<file path="config.mk">
export PLATFORM = sky130hd
export DESIGN_NAME = alu_issue_stage_flat
export DESIGN_NICKNAME = d
export VERILOG_FILES = /design/src/rtl/alu_issue_stage_if.sv /design/src/rtl/alu_issue_stage.sv /design/src/flat_wrapper.sv
export SDC_FILE = /design/constraint.sdc
export NUM_CORES = 1
export LEC_CHECK = 0
export CORE_MARGIN = 10
export CORE_UTILIZATION = 53
export DETAILED_ROUTE_END_ITERATION = 8
export HOLD_SLACK_MARGIN = 0.08
export PLACE_DENSITY_LB_ADDON = 0.3
export SYNTH_ARGS = -nofsm -noshare
export SYNTH_HDL_FRONTEND = slang
export SYNTH_SLANG_ARGS = --single-unit
</file>
<file path="constraint.sdc">
create_clock -name clk -period 3.02 [get_ports clk]
set_input_delay 0.453 -clock clk [delete_from_list [all_inputs] [get_ports clk]]
set_output_delay 0.453 -clock clk [all_outputs]
set_load 0.05 [all_outputs]
</file>
<file path="src/rtl/alu_issue_stage_if.sv">
// Bundle of command, ALU and result signals that connect the issue stage
// to its producer, to the combinational 4-bit ALU and to the result consumer.
// The slave modport is the issue stage's view; master is the surroundings.
interface alu_issue_stage_if #(
    parameter int W     = 4,
    parameter int DEPTH = 4
);
    localparam int CW = $clog2(DEPTH) + 1;

    logic          cmd_valid;
    logic          cmd_ready;
    logic [W-1:0]  cmd_a;
    logic [W-1:0]  cmd_b;
    logic [3:0]    cmd_func;
    logic          cmd_chain;

    logic [W-1:0]  alu_a;
    logic [W-1:0]  alu_b;
    logic [3:0]    alu_func;
    logic [W-1:0]  alu_y;
    logic [3:0]    alu_flags;

    logic          res_valid;
    logic          res_ready;
    logic [W-1:0]  res_y;
    logic [3:0]    res_flags;

    logic          busy;
    logic [CW-1:0] fifo_count;

    modport slave (
        input  cmd_valid, cmd_a, cmd_b, cmd_func, cmd_chain,
        input  alu_y, alu_flags, res_ready,
        output cmd_ready, alu_a, alu_b, alu_func,
        output res_valid, res_y, res_flags, busy, fifo_count
    );

    modport master (
        output cmd_valid, cmd_a, cmd_b, cmd_func, cmd_chain,
        output alu_y, alu_flags, res_ready,
        input  cmd_ready, alu_a, alu_b, alu_func,
        input  res_valid, res_y, res_flags, busy, fifo_count
    );
endinterface

</file>
<file path="src/rtl/alu_issue_stage.sv">
// Issue stage in front of the 4-bit signed ALU. Commands are queued in a
// small FIFO, issued one at a time to the ALU, given one cycle to settle,
// and the ALU result/flags are then held in a result register until the
// consumer takes them. A chained command uses the last captured result
// as its A operand, which gives accumulator-style sequences.
module alu_issue_stage #(
    parameter int DEPTH = 4,
    parameter int W     = 4
) (
    input logic              clk,
    input logic              rst,
    alu_issue_stage_if.slave bus
);
    localparam int PW = $clog2(DEPTH);
    localparam int CW = PW + 1;

    typedef enum logic [1:0] {
        IDLE,
        ISSUE,
        HOLD
    } state_t;

    state_t         state;
    state_t         state_next;

    logic [W-1:0]   mem_a     [DEPTH];
    logic [W-1:0]   mem_b     [DEPTH];
    logic [3:0]     mem_func  [DEPTH];
    logic           mem_chain [DEPTH];

    logic [PW-1:0]  wr_ptr;
    logic [PW-1:0]  rd_ptr;
    logic [CW-1:0]  count;

    logic           push;
    logic           pop;

    logic [W-1:0]   alu_a;
    logic [W-1:0]   alu_b;
    logic [3:0]     alu_func;
    logic [W-1:0]   res_y;
    logic [3:0]     res_flags;

    // A full FIFO never accepts, even if the head is leaving this cycle;
    // count is async-reset so this reads 1 throughout reset.
    assign bus.cmd_ready  = (count < CW'(DEPTH));
    assign push           = bus.cmd_valid && bus.cmd_ready;

    assign bus.alu_a      = alu_a;
    assign bus.alu_b      = alu_b;
    assign bus.alu_func   = alu_func;
    assign bus.res_y      = res_y;
    assign bus.res_flags  = res_flags;
    assign bus.res_valid  = (state == HOLD);
    assign bus.busy       = (state != IDLE) || (count != '0);
    assign bus.fifo_count = count;

    // State register.
    always_ff @(posedge clk or posedge rst) begin
        if (rst) begin
            state <= IDLE;
        end else begin
            state <= state_next;
        end
    end

    // Next-state and pop decision; count here is the pre-edge occupancy so a
    // push landing on the same edge can never be popped immediately.
    always_comb begin
        state_next = state;
        pop        = 1'b0;
        case (state)
            IDLE: begin
                if (count != '0) begin
                    pop        = 1'b1;
                    state_next = ISSUE;
                end
            end
            ISSUE: begin
                state_next = HOLD;
            end
            HOLD: begin
                if (bus.res_ready) begin
                    if (count != '0) begin
                        pop        = 1'b1;
                        state_next = ISSUE;
                    end else begin
                        state_next = IDLE;
                    end
                end
            end
            default: begin
                state_next = IDLE;
            end
        endcase
    end

    // FIFO storage; contents need no reset because count gates every read.
    always_ff @(posedge clk) begin
        if (push) begin
            mem_a[wr_ptr]     <= bus.cmd_a;
            mem_b[wr_ptr]     <= bus.cmd_b;
            mem_func[wr_ptr]  <= bus.cmd_func;
            mem_chain[wr_ptr] <= bus.cmd_chain;
        end
    end

    // FIFO pointers and occupancy; pointers wrap naturally as DEPTH is 2^PW.
    always_ff @(posedge clk or posedge rst) begin
        if (rst) begin
            wr_ptr <= '0;
            rd_ptr <= '0;
            count  <= '0;
        end else begin
            if (push) begin
                wr_ptr <= wr_ptr + 1'b1;
            end
            if (pop) begin
                rd_ptr <= rd_ptr + 1'b1;
            end
            case ({push, pop})
                2'b10:   count <= count + 1'b1;
                2'b01:   count <= count - 1'b1;
                default: count <= count;
            endcase
        end
    end

    // Issue registers feeding the ALU; a chained entry takes A from the
    // result register as it stands before this edge.
    always_ff @(posedge clk or posedge rst) begin
        if (rst) begin
            alu_a    <= '0;
            alu_b    <= '0;
            alu_func <= '0;
        end else if (pop) begin
            alu_a    <= mem_chain[rd_ptr] ? res_y : mem_a[rd_ptr];
            alu_b    <= mem_b[rd_ptr];
            alu_func <= mem_func[rd_ptr];
        end
    end

    // Result register, loaded at the end of the settle cycle and then held
    // unchanged through HOLD and beyond the handoff.
    always_ff @(posedge clk or posedge rst) begin
        if (rst) begin
            res_y     <= '0;
            res_flags <= '0;
        end else if (state == ISSUE) begin
            res_y     <= bus.alu_y;
            res_flags <= bus.alu_flags;
        end
    end
endmodule

</file>
<file path="src/flat_wrapper.sv">
// flat-port wrapper written by rule: the top's interface ports become plain ports
module alu_issue_stage_flat 
#(
    parameter int DEPTH = 4,
    parameter int W     = 4
)
  (clk, rst, bus_cmd_valid, bus_cmd_a, bus_cmd_b, bus_cmd_func, bus_cmd_chain, bus_alu_y, bus_alu_flags, bus_res_ready, bus_cmd_ready, bus_alu_a, bus_alu_b, bus_alu_func, bus_res_valid, bus_res_y, bus_res_flags, bus_busy, bus_fifo_count);
  alu_issue_stage_if #(.W(W), .DEPTH(DEPTH)) bus_i ();
  input logic clk;
  input logic rst;
  input wire logic [$bits(bus_i.cmd_valid)-1:0] bus_cmd_valid;
  input wire logic [$bits(bus_i.cmd_a)-1:0] bus_cmd_a;
  input wire logic [$bits(bus_i.cmd_b)-1:0] bus_cmd_b;
  input wire logic [$bits(bus_i.cmd_func)-1:0] bus_cmd_func;
  input wire logic [$bits(bus_i.cmd_chain)-1:0] bus_cmd_chain;
  input wire logic [$bits(bus_i.alu_y)-1:0] bus_alu_y;
  input wire logic [$bits(bus_i.alu_flags)-1:0] bus_alu_flags;
  input wire logic [$bits(bus_i.res_ready)-1:0] bus_res_ready;
  output wire logic [$bits(bus_i.cmd_ready)-1:0] bus_cmd_ready;
  output wire logic [$bits(bus_i.alu_a)-1:0] bus_alu_a;
  output wire logic [$bits(bus_i.alu_b)-1:0] bus_alu_b;
  output wire logic [$bits(bus_i.alu_func)-1:0] bus_alu_func;
  output wire logic [$bits(bus_i.res_valid)-1:0] bus_res_valid;
  output wire logic [$bits(bus_i.res_y)-1:0] bus_res_y;
  output wire logic [$bits(bus_i.res_flags)-1:0] bus_res_flags;
  output wire logic [$bits(bus_i.busy)-1:0] bus_busy;
  output wire logic [$bits(bus_i.fifo_count)-1:0] bus_fifo_count;
  assign bus_i.cmd_valid = bus_cmd_valid;
  assign bus_i.cmd_a = bus_cmd_a;
  assign bus_i.cmd_b = bus_cmd_b;
  assign bus_i.cmd_func = bus_cmd_func;
  assign bus_i.cmd_chain = bus_cmd_chain;
  assign bus_i.alu_y = bus_alu_y;
  assign bus_i.alu_flags = bus_alu_flags;
  assign bus_i.res_ready = bus_res_ready;
  assign bus_cmd_ready = bus_i.cmd_ready;
  assign bus_alu_a = bus_i.alu_a;
  assign bus_alu_b = bus_i.alu_b;
  assign bus_alu_func = bus_i.alu_func;
  assign bus_res_valid = bus_i.res_valid;
  assign bus_res_y = bus_i.res_y;
  assign bus_res_flags = bus_i.res_flags;
  assign bus_busy = bus_i.busy;
  assign bus_fifo_count = bus_i.fifo_count;
  alu_issue_stage #(.DEPTH(DEPTH), .W(W)) u_core (.clk(clk), .rst(rst), .bus(bus_i));
endmodule
</file>
### Word-level counts from Yosys, hierarchy flattened

Memories as Yosys holds them, arrays and structs flattened. A register that Yosys moved wholly into a read port is not among the register bits.
Cells that the tools add are included.

| word-level totals | value |
|---|---|
| word-level logic and storage cells | 40 |
| output and inout bits | 26 |
| latch bits | 0 |
| bits of input ports | 25 |
| bits in read-only memories | 0 |
| register bits after elaboration | 21 |
| memories kept | 4 |
| memory bits (writable) | 52 |

Memories:

| memory | words | width | rd ports | clocked after Yosys merged registers in | wr ports | RTL line | source |
|---|---|---|---|---|---|---|---|
| u_core.mem_a | 4 | 4 | 1 | 0 | 1 | alu_issue_stage.sv:26 | `logic [W-1:0] mem_a [DEPTH];` |
| u_core.mem_b | 4 | 4 | 1 | 1 | 1 | alu_issue_stage.sv:27 | `logic [W-1:0] mem_b [DEPTH];` |
| u_core.mem_func | 4 | 4 | 1 | 1 | 1 | alu_issue_stage.sv:28 | `logic [3:0] mem_func [DEPTH];` |
| u_core.mem_chain | 4 | 1 | 1 | 0 | 1 | alu_issue_stage.sv:29 | `logic mem_chain [DEPTH];` |

| cells by class | value |
|---|---|
| magnitude comparators | 1 |
| bitwise gates (word level) | 0 |
| reduce and logical (&&, ||, !) cells | 7 |
| mux-type cells | 11 |
| shifts and indexed selects | 0 |
| div/mod/pow operators | 0 |
| $mul | 0 |
| $add $sub $neg | 4 |
| equality and inequality tests | 6 |

Operators with widths:

| kind | number |
|---|---|
| one-hot mux 2 bit (3 select lines) | 1 |
| one-hot mux 3 bit (2 select lines) | 1 |
| 2-to-1 mux 1 bit | 5 |
| adder 2 x 1 -> 2 bit (second input constant) | 2 |
| equality test 2 x 1 -> 1 bit (second input constant) | 2 |
| equality test 2 bit (second input constant) | 2 |
| 2-to-1 mux 2 bit | 2 |
| 2-to-1 mux 4 bit | 1 |
| nonzero test 2 bit | 2 |
| adder 3 x 1 -> 3 bit (second input constant) | 1 |
| < comparator 3 bit (second input constant) | 1 |
| nonzero test 3 bit | 1 |
| subtractor 3 x 1 -> 3 bit (second input constant) | 1 |
| zero test 2 bit | 1 |
| != test 2 x 1 -> 1 bit (second input constant) | 1 |
| != test 2 bit (second input constant) | 1 |
| one-hot mux 1 bit (2 select lines) | 1 |
| AND reduction 2 bit | 1 |
| logical AND 1 bit | 1 |
| logical OR 1 bit | 1 |

### Longest topological paths before layout

Gate-level depths: netlist (run 1).

| logic depth | value |
|---|---|
| word-level depth | 6 |
| mapped depth | 9 |
| mapped depth without buffers | 8 |

### Worst setup path after synthesis (run 1)

Ideal clock, no wire load.

| timing path | value |
|---|---|
| path kind | reg2reg |
| from | register u_core.count[0] (netlist: u_core.bus.fifo_count[0]) |
| to | register u_core.count[2] (netlist: u_core.bus.fifo_count[2]) |
| clock period less this slack | 2.596 ns |
| arrival time | 2.456 ns |
| stages on the path, launching flop included | 10 |
| path slack | 0.424 ns |
| setup time | 0.139 ns |
| path buffers | 1 |
| required time | 2.881 ns |
| cells stage by stage | dfrtp_1 nor3_1 nor3_1 buf_4 ha_1 inv_1 fa_1 xor2_1 nor2_1 xnor2_1 |

| between the ends | value |
|---|---|
| cells in the longest elaborated chain, start to end | 6 |
| elaborated cells between the ends (all ways) | 12 |
| those cells by class | add/sub: 2; order compare: 1; eq/ne: 2; mux: 4; reduce/logical: 3 |

RTL lines:

| element | RTL line | source |
|---|---|---|
| start: declaration | alu_issue_stage.sv:33 | `logic [CW-1:0] count;` |
| start signal: assignment | alu_issue_stage.sv:122 | `2'b10: count <= count + 1'b1;` |
| start signal: assignment | alu_issue_stage.sv:123 | `2'b01: count <= count - 1'b1;` |
| start signal: assignment | alu_issue_stage.sv:124 | `default: count <= count;` |
| nonzero test 3 bit (*) | alu_issue_stage.sv:74, alu_issue_stage.sv:84 |  |
| 2-to-1 mux 1 bit (*) | alu_issue_stage.sv:74, alu_issue_stage.sv:84 |  |
| 2-to-1 mux 1 bit | alu_issue_stage.sv:83 | `if (bus.res_ready) begin` |
| one-hot mux 1 bit (2 select lines) (*) | alu_issue_stage.sv:72 | `case (state)` |
| via u_core.pop | alu_issue_stage.sv:36 | `logic pop;` |
| equality test 2 x 1 -> 1 bit or equality test 2 bit (tied branches) | alu_issue_stage.sv:121 | `case ({push, pop})` |
| one-hot mux 3 bit (2 select lines) or nonzero test 2 bit (tied branches) | -- |  |

The timed path passes the listed nets; every way through them passes the cells marked *.
A chain may end at the register's enable or synchronous reset.

### Worst setup path in the final report (run 1)

| timing path | value |
|---|---|
| from | register u_core.count[0] (netlist: u_core.bus.fifo_count[0]) |
| to | output bus_busy |

| between the ends | value |
|---|---|
| cells in the longest elaborated chain, start to end | 2 |

RTL lines:

| element | RTL line | source |
|---|---|---|
| nonzero test 3 bit | alu_issue_stage.sv:55 | `assign bus.busy = (state != IDLE) \|\| (count != '0);` |
| logical OR 1 bit | alu_issue_stage.sv:55 |  |
| end: declaration | flat_wrapper.sv:26 | `output wire logic [$bits(bus_i.busy)-1:0] bus_busy;` |

No other way between the ends.

==> results.json, run 1 <==
{
  "status": "finished clean",
  "seq_area_frac_synth_pct": 71.9,
  "synthFlopType": "edfxtp_1",
  "synthSimpleGateAreaFrac_pct": 2.99,
  "syn_inst": 164,
  "place_hpwl_mm": 4.04,
  "syn_area_sq_um": 3180,
  "ctsResizeCount": 0,
  "ys_seq_elements": 81,
  "synthXorXnorAreaFrac_pct": 1.65,
  "finalSetupViolCount": 0,
  "fp.dieH_um": 97.5,
  "finalSetupTns_ps": 0,
  "hold_viol": 0,
  "ys.warnings.count": 0,
  "syn2layout_area_growth_pct": 25.0,
  "synth_compound_area_share_pct": 0.315,
  "cts_made_buffers": 9,
  "drv_cap": 0,
  "reg2reg_setup_slack_ps": 1040,
  "drc": 0,
  "gr-total-overflow": 0,
  "fin_nets": 253,
  "grt_max_degree": 30,
  "cts-root-buf": "clkbuf_8",
  "detail-route-antenna-nets": 0,
  "p_leak_nw": 1.47,
  "via_count": 1638,
  "synth_adder_area_share_pct": 2.60,
  "io_buffers": 50,
  "cts_setup_buffers": 0,
  "firstDrtPassIters": 4,
  "critPathRequiredTime_ps": 2570,
  "clock_sinks": 81,
  "ir_drop_mv": 0.755,
  "slew_viol_final": 0,
  "postLayoutCellArea_sq_um": 3980,
  "max_freq_ghz": 0.398,
  "period_minus_slack_ps": 2510,
  "placementRows": 28,
  "wl_mm": 5.61,
  "coreArea_sq_um": 5890,
  "synthMuxAreaShare_pct": 18.5,
  "rsz0062_at_grt": "no",
  "synth_top_area_share_pct": 49.1,
  "post_dp_cell_area_sq_um": 3770,
  "avgSynthCellArea_sq_um": 19.4,
  "endpoint_kind": "output pin",
  "clk_pin_slew_ps": 70,
  "crit_slowest_cell": "clkdlybuf4s50_1",
  "cp.buffers_inverters": 1,
  "routabilityCongestion": 0.744,
  "drive_above_1_share_pct": 21.1,
  "drt_iter0_drc": 87,
  "worst-setup-path-type": "reg2out",
  "wire_per_inst_um": 18.6,
  "synth_top_family_by_area": "multiplexers",
  "power_density_nw_per_um2": 1140,
  "dieArea_sq_um": 9500,
  "track_usage_pct": 12.2,
  "synth_edf_count": 52,
  "dieWidth_um": 97.5,
  "ios": 51,
  "synth.area.top_cells": "edfxtp_1 (49%), dfrtp_1 (23%), mux4_2 (7.1%), mux2_2 (6.7%), mux4_1 (2.5%)",
  "cp.arrival_ps": 2060,
  "hold-worst-slack_ps": 497,
  "start_util_pct": 54.0,
  "yosysTopAreaCell": "edfxtp_1",
  "synth_common_cells": "edfxtp_1 (52), dfrtp_1 (29), mux2_2 (19)",
  "crit_chain": "nor3_1 > nand2_1 > clkdlybuf4s50_1",
  "grt_pass1_vias": 1727,
  "relSlewSlack_pct": 55.5,
  "worstPathMaxFanout": 4,
  "critPathLaunchType": "register",
  "diodes": 0,
  "vias_per_cell": 5.42,
  "yosysMostFrequentCell": "edfxtp_1",
  "hold_class": "in2async",
  "clockBufferDepth": 2,
  "synth_cell_type_count": 25,
  "syn-num-nets": 195,
  "antenna_found_initial": 0,
  "h-tree-depth": 3,
  "insertion_delay_ps": 340,
  "synthArstFlopShare_pct": 35.8,
  "cts_tree": "yes",
  "post-route-period-util_pct": 83.2,
  "grt_pass1_wl_mm": 9.19,
  "cpPeakStageDelay_ps": 720,
  "critPathTopFamily": "buffers and inverters",
  "cts_hold_buf": 0,
  "tightest_slew_ps": 668,
  "clock_skew_ps": 8.66
}
report_power, final:
group / total, mW / switching, mW / leakage (nW) / internal [mW]
combinational: 2.04 / 1.17 / 0.550 / 0.880
sequential: 1.69 / 0.185 / 0.812 / 1.50
clock: 0.796 / 0.346 / 0.107 / 0.449
total: 4.53 / 1.70 / 1.47 / 2.83
sequential cells by signal (all words and copies together), names as in the netlist, 4 cells and up:
name	flops
u_core.mem_chain	4
u_core.bus.alu_b	4
u_core.mem_a	16
u_core.mem_b	16
u_core.bus.res_flags	4
u_core.bus.alu_a	4
u_core.bus.res_y	4
u_core.mem_func	16
u_core.bus.alu_func	4
stage by stage:
stage	utilization (%)	cells	setup slack, ps	total power [mW]
detailed placement	64.0	286	631	3.80
floorplan	-	164	424	3.16
CTS	67.5	302	500	4.59
finish	67.5	302	508	4.53
global route	67.5	302	393	4.78
global placement	64.0	286	746	3.71
worst paths after layout:
kind,from,to,depth (start not counted)
worst max-delay path,u_core.bus.fifo_count[0],bus_busy,3
min in group clk,u_core.bus.res_flags[1],u_core.bus.res_flags[1],1
max in group asynchronous,rst,u_core.bus.alu_b[0],3
worst min register to register,u_core.bus.res_flags[1],u_core.bus.res_flags[1],1
worst max register to register,u_core.bus.fifo_count[0],u_core.bus.fifo_count[2],8
worst min-delay path,rst,u_core.rd_ptr[1],3
cells by family (layout without fill, tap and decap cells):
logic type               after synthesis  in the layout
multiplexers                          38             38
flip-flops                            81             81
buffers and inverters                 14             77
XOR/XNOR                               6              6
AO/OA/AOI/OAI                          2              2
AND/OR/NAND/NOR                       17             17
adder cells (fa/ha/maj)                6              6
worst register-to-register path, stage by stage, from the launching register on:
cell and delay, ps:
dfrtp_1 420, nor3_1 480, nor3_2 120, ha_1 240, inv_1 70, fa_1 180
xor2_1 160, nor2_1 70, xnor2_1 130
cells in the final DEF, fill, tap and decap left out, drive strengths merged:
cell | Yosys | routed
fa | 1 | 1
nor2b | 3 | 3
mux2 | 24 | 24
bufinv | 0 | 1
o21ai | 2 | 2
ha | 5 | 5
inv | 8 | 8
buf | 3 | 3
nor2 | 2 | 2
nor4b | 1 | 1
xnor2 | 3 | 3
mux4 | 13 | 13
clkinv | 0 | 1
edfxtp | 52 | 52
nand2b | 2 | 2
clkbuf | 3 | 14
dfrtp | 29 | 29
xor2 | 3 | 3
nor3 | 3 | 3
and2 | 4 | 4
nand2 | 2 | 2
mux2i | 1 | 1
clkdlybuf4s50 | 0 | 50
cell type report:
| type | count | area (sq um) |
|---|---|---|
| flip-flops and latches | 81 | 2290 |
| repair buffers | 53 | 523 |
| clock inverters | 2 | 35.0 |
| fillers | 385 | 1910 |
| inverters | 8 | 30.0 |
| multi-input cells | 69 | 833 |
| well taps | 75 | 93.8 |
| clock buffers | 14 | 173 |
routing by layer:
metal / GRT usage [%] / wire, um / part of all wire [%]
met5: 0 / 0 / 0
met2: 18.9 / 2730 / 49
met3: 3.49 / 346 / 6.2
met4: 7.83 / 156 / 2.8
met1: 14.7 / 2380 / 42
(Power assumes the default switching activity.)
==> inputs of run 2 (changes only) <==
==> constraint.sdc (replaced) <==
create_clock -name clk -period 2.6 [get_ports clk]
set_input_delay 0.39 -clock clk [delete_from_list [all_inputs] [get_ports clk]]
set_output_delay 0.39 -clock clk [all_outputs]
set_load 0.05 [all_outputs]
==> run 2 against run 1 <==
Critical path depth unchanged. Sequential share of layout area decreased by 1.2 points. Clock skew increased by 1.9 ps. Highest routed layer unchanged. Critical path type unchanged. Core utilization increased by 1.4 points. Cell count increased by 2.0%. Largest cell class unchanged. Clock power increased by 37%.
==> results.json, run 2 (synthesis gave the netlist of run 1 again) <==
{
  "hold_viol": 0,
  "insertion_delay_ps": 350,
  "fill_cells": 404,
  "hold_class": "in2async",
  "grt_max_degree": 30,
  "cts_made_buffers": 9,
  "coreArea_sq_um": 5890,
  "finalSetupViolCount": 0,
  "status": "finished clean",
  "place_hpwl_mm": 4.02,
  "clk_pin_slew_ps": 80,
  "wl_mm": 5.77,
  "syn2layout_area_growth_pct": 27.5,
  "slew_viol_final": 0,
  "ir_drop_mv": 0.899,
  "cts_setup_buffers": 0,
  "wire_per_inst_um": 18.7,
  "power_density_nw_per_um2": 1350,
  "ctsResizeCount": 0,
  "gr-total-overflow": 0,
  "cts_hold_buf": 0,
  "reg_top3": "u_core.mem_a: 16 flops, u_core.mem_b: 16 flops, u_core.mem_func: 16 flops",
  "r2r_start": "u_core.bus.fifo_count[0]",
  "cts-root-buf": "clkbuf_8",
  "h-tree-depth": 3,
  "critPathLaunchType": "register",
  "placementRows": 28,
  "io_buffers": 50,
  "start_util_pct": 54.0,
  "clock_sinks": 81,
  "clock_skew_ps": 10.5,
  "reg2reg_setup_slack_ps": 660,
  "reg2reg_depth": 8,
  "detail-route-antenna-nets": 0,
  "reg2reg_to": "u_core.bus.fifo_count[2]",
  "design_power_total_mw": 5.46,
  "rsz0062_at_grt": "no",
  "diodes": 0,
  "antenna_found_initial": 0,
  "final_common_cell": "edfxtp_1",
  "fin_nets": 259,
  "p_leak_nw": 1.51,
  "ios": 51,
  "drive_above_1_share_pct": 23.2,
  "firstDrtPassIters": 4,
  "drc": 0,
  "cp.arrival_ps": 2080,
  "drv_cap": 0,
  "period_minus_slack_ps": 2470,
  "cts_tree": "yes",
  "finalSetupTns_ps": 0,
  "fp.dieH_um": 97.5,
  "track_usage_pct": 12.7,
  "grt_pass1_wl_mm": 9.27,
  "worstPathMaxFanout": 4,
  "final_cell_mix": "edfxtp_1 (52), clkdlybuf4s50_1 (50), dfrtp_1 (29)",
  "drt_iter0_drc": 50,
  "routabilityCongestion": 0.737,
  "dieWidth_um": 97.5,
  "tightest_slew_ps": 532,
  "dieArea_sq_um": 9500,
  "endpoint_kind": "output pin",
  "max_freq_ghz": 0.404,
  "clockBufferDepth": 2,
  "grt_pass1_vias": 1782,
  "post-route-period-util_pct": 95.2,
  "relSlewSlack_pct": 64.4,
  "worst-setup-path-type": "reg2out",
  "vias_per_cell": 5.30,
  "via_count": 1633,
  "critPathRequiredTime_ps": 2210
}
==> run 2: cell count changes in the layout (fill, tap and decap cells not counted) <==
cell and delta:
buf_4 +6, bufinv_16 +2, clkbuf_8 -2, clkbuf_1 -1, clkinv_1 +1, clkinv_2 -1, clkinv_4 +1
==> run 2: routing by layer <==
layer	track usage, %	vias to the layer above	part of all wire, %
li1	-	745	-
met1	14.2	825	43
met5	0	-	0
met2	20.4	49	48
met4	7.38	0	2.4
met3	4.34	14	6.3
==> run 2: worst max path at each step <==
stage	cells after the start	slack, ps	start	endpoint
2_1_floorplan	9	4	u_core.bus.fifo_count[0]	u_core.bus.fifo_count[2]
4_1_cts	3	110	u_core.bus.fifo_count[0]	bus_busy
5_1_grt	3	30	u_core.bus.fifo_count[0]	bus_busy
3_3_place_gp	9	430	bus_res_ready	u_core.bus.fifo_count[2]
6_report	3	130	u_core.bus.fifo_count[0]	bus_busy
3_5_place_dp	9	400	bus_res_ready	u_core.bus.fifo_count[2]
==> run 2: cell type report <==
class	count	area, sq um	share of cell area (%)
Clock buffer	11	141	3.49
Clock inverter	5	103	2.53
Inverter	8	30.0	0.740
Multi-Input combinational cell	69	833	20.5
Sequential cell	81	2290	56.4
Tap cell	75	93.8	2.31
Timing Repair Buffer	59	568	14.0
==> run 2: per-stage QoR <==
step / worst slack, ps / std cells / hold WS (ps) / area (sq um) / util, %
floorplan: 4.46 / 164 / 468 / 3180 / -
global placement: 432 / 292 / 487 / 3810 / 64.8
detailed placement: 403 / 292 / 497 / 3810 / 64.8
CTS: 113 / 308 / 423 / 4060 / 68.9
global route: 30.4 / 308 / 459 / 4060 / 68.9
finish: 126 / 308 / 414 / 4060 / 68.9
==> run 2: where the power goes <==
part / total, mW / switching, mW / internal (mW)
Combinational: 2.41 / 1.36 / 1.05
Sequential: 1.96 / 0.215 / 1.74
Clock: 1.09 / 0.430 / 0.663
==> run 2: worst max-delay path: stages, from the launching register on <==
cell and delay [ps]:
dfrtp_1 420, nor3_1 480, nand2_1 110, clkdlybuf4s50_1 730
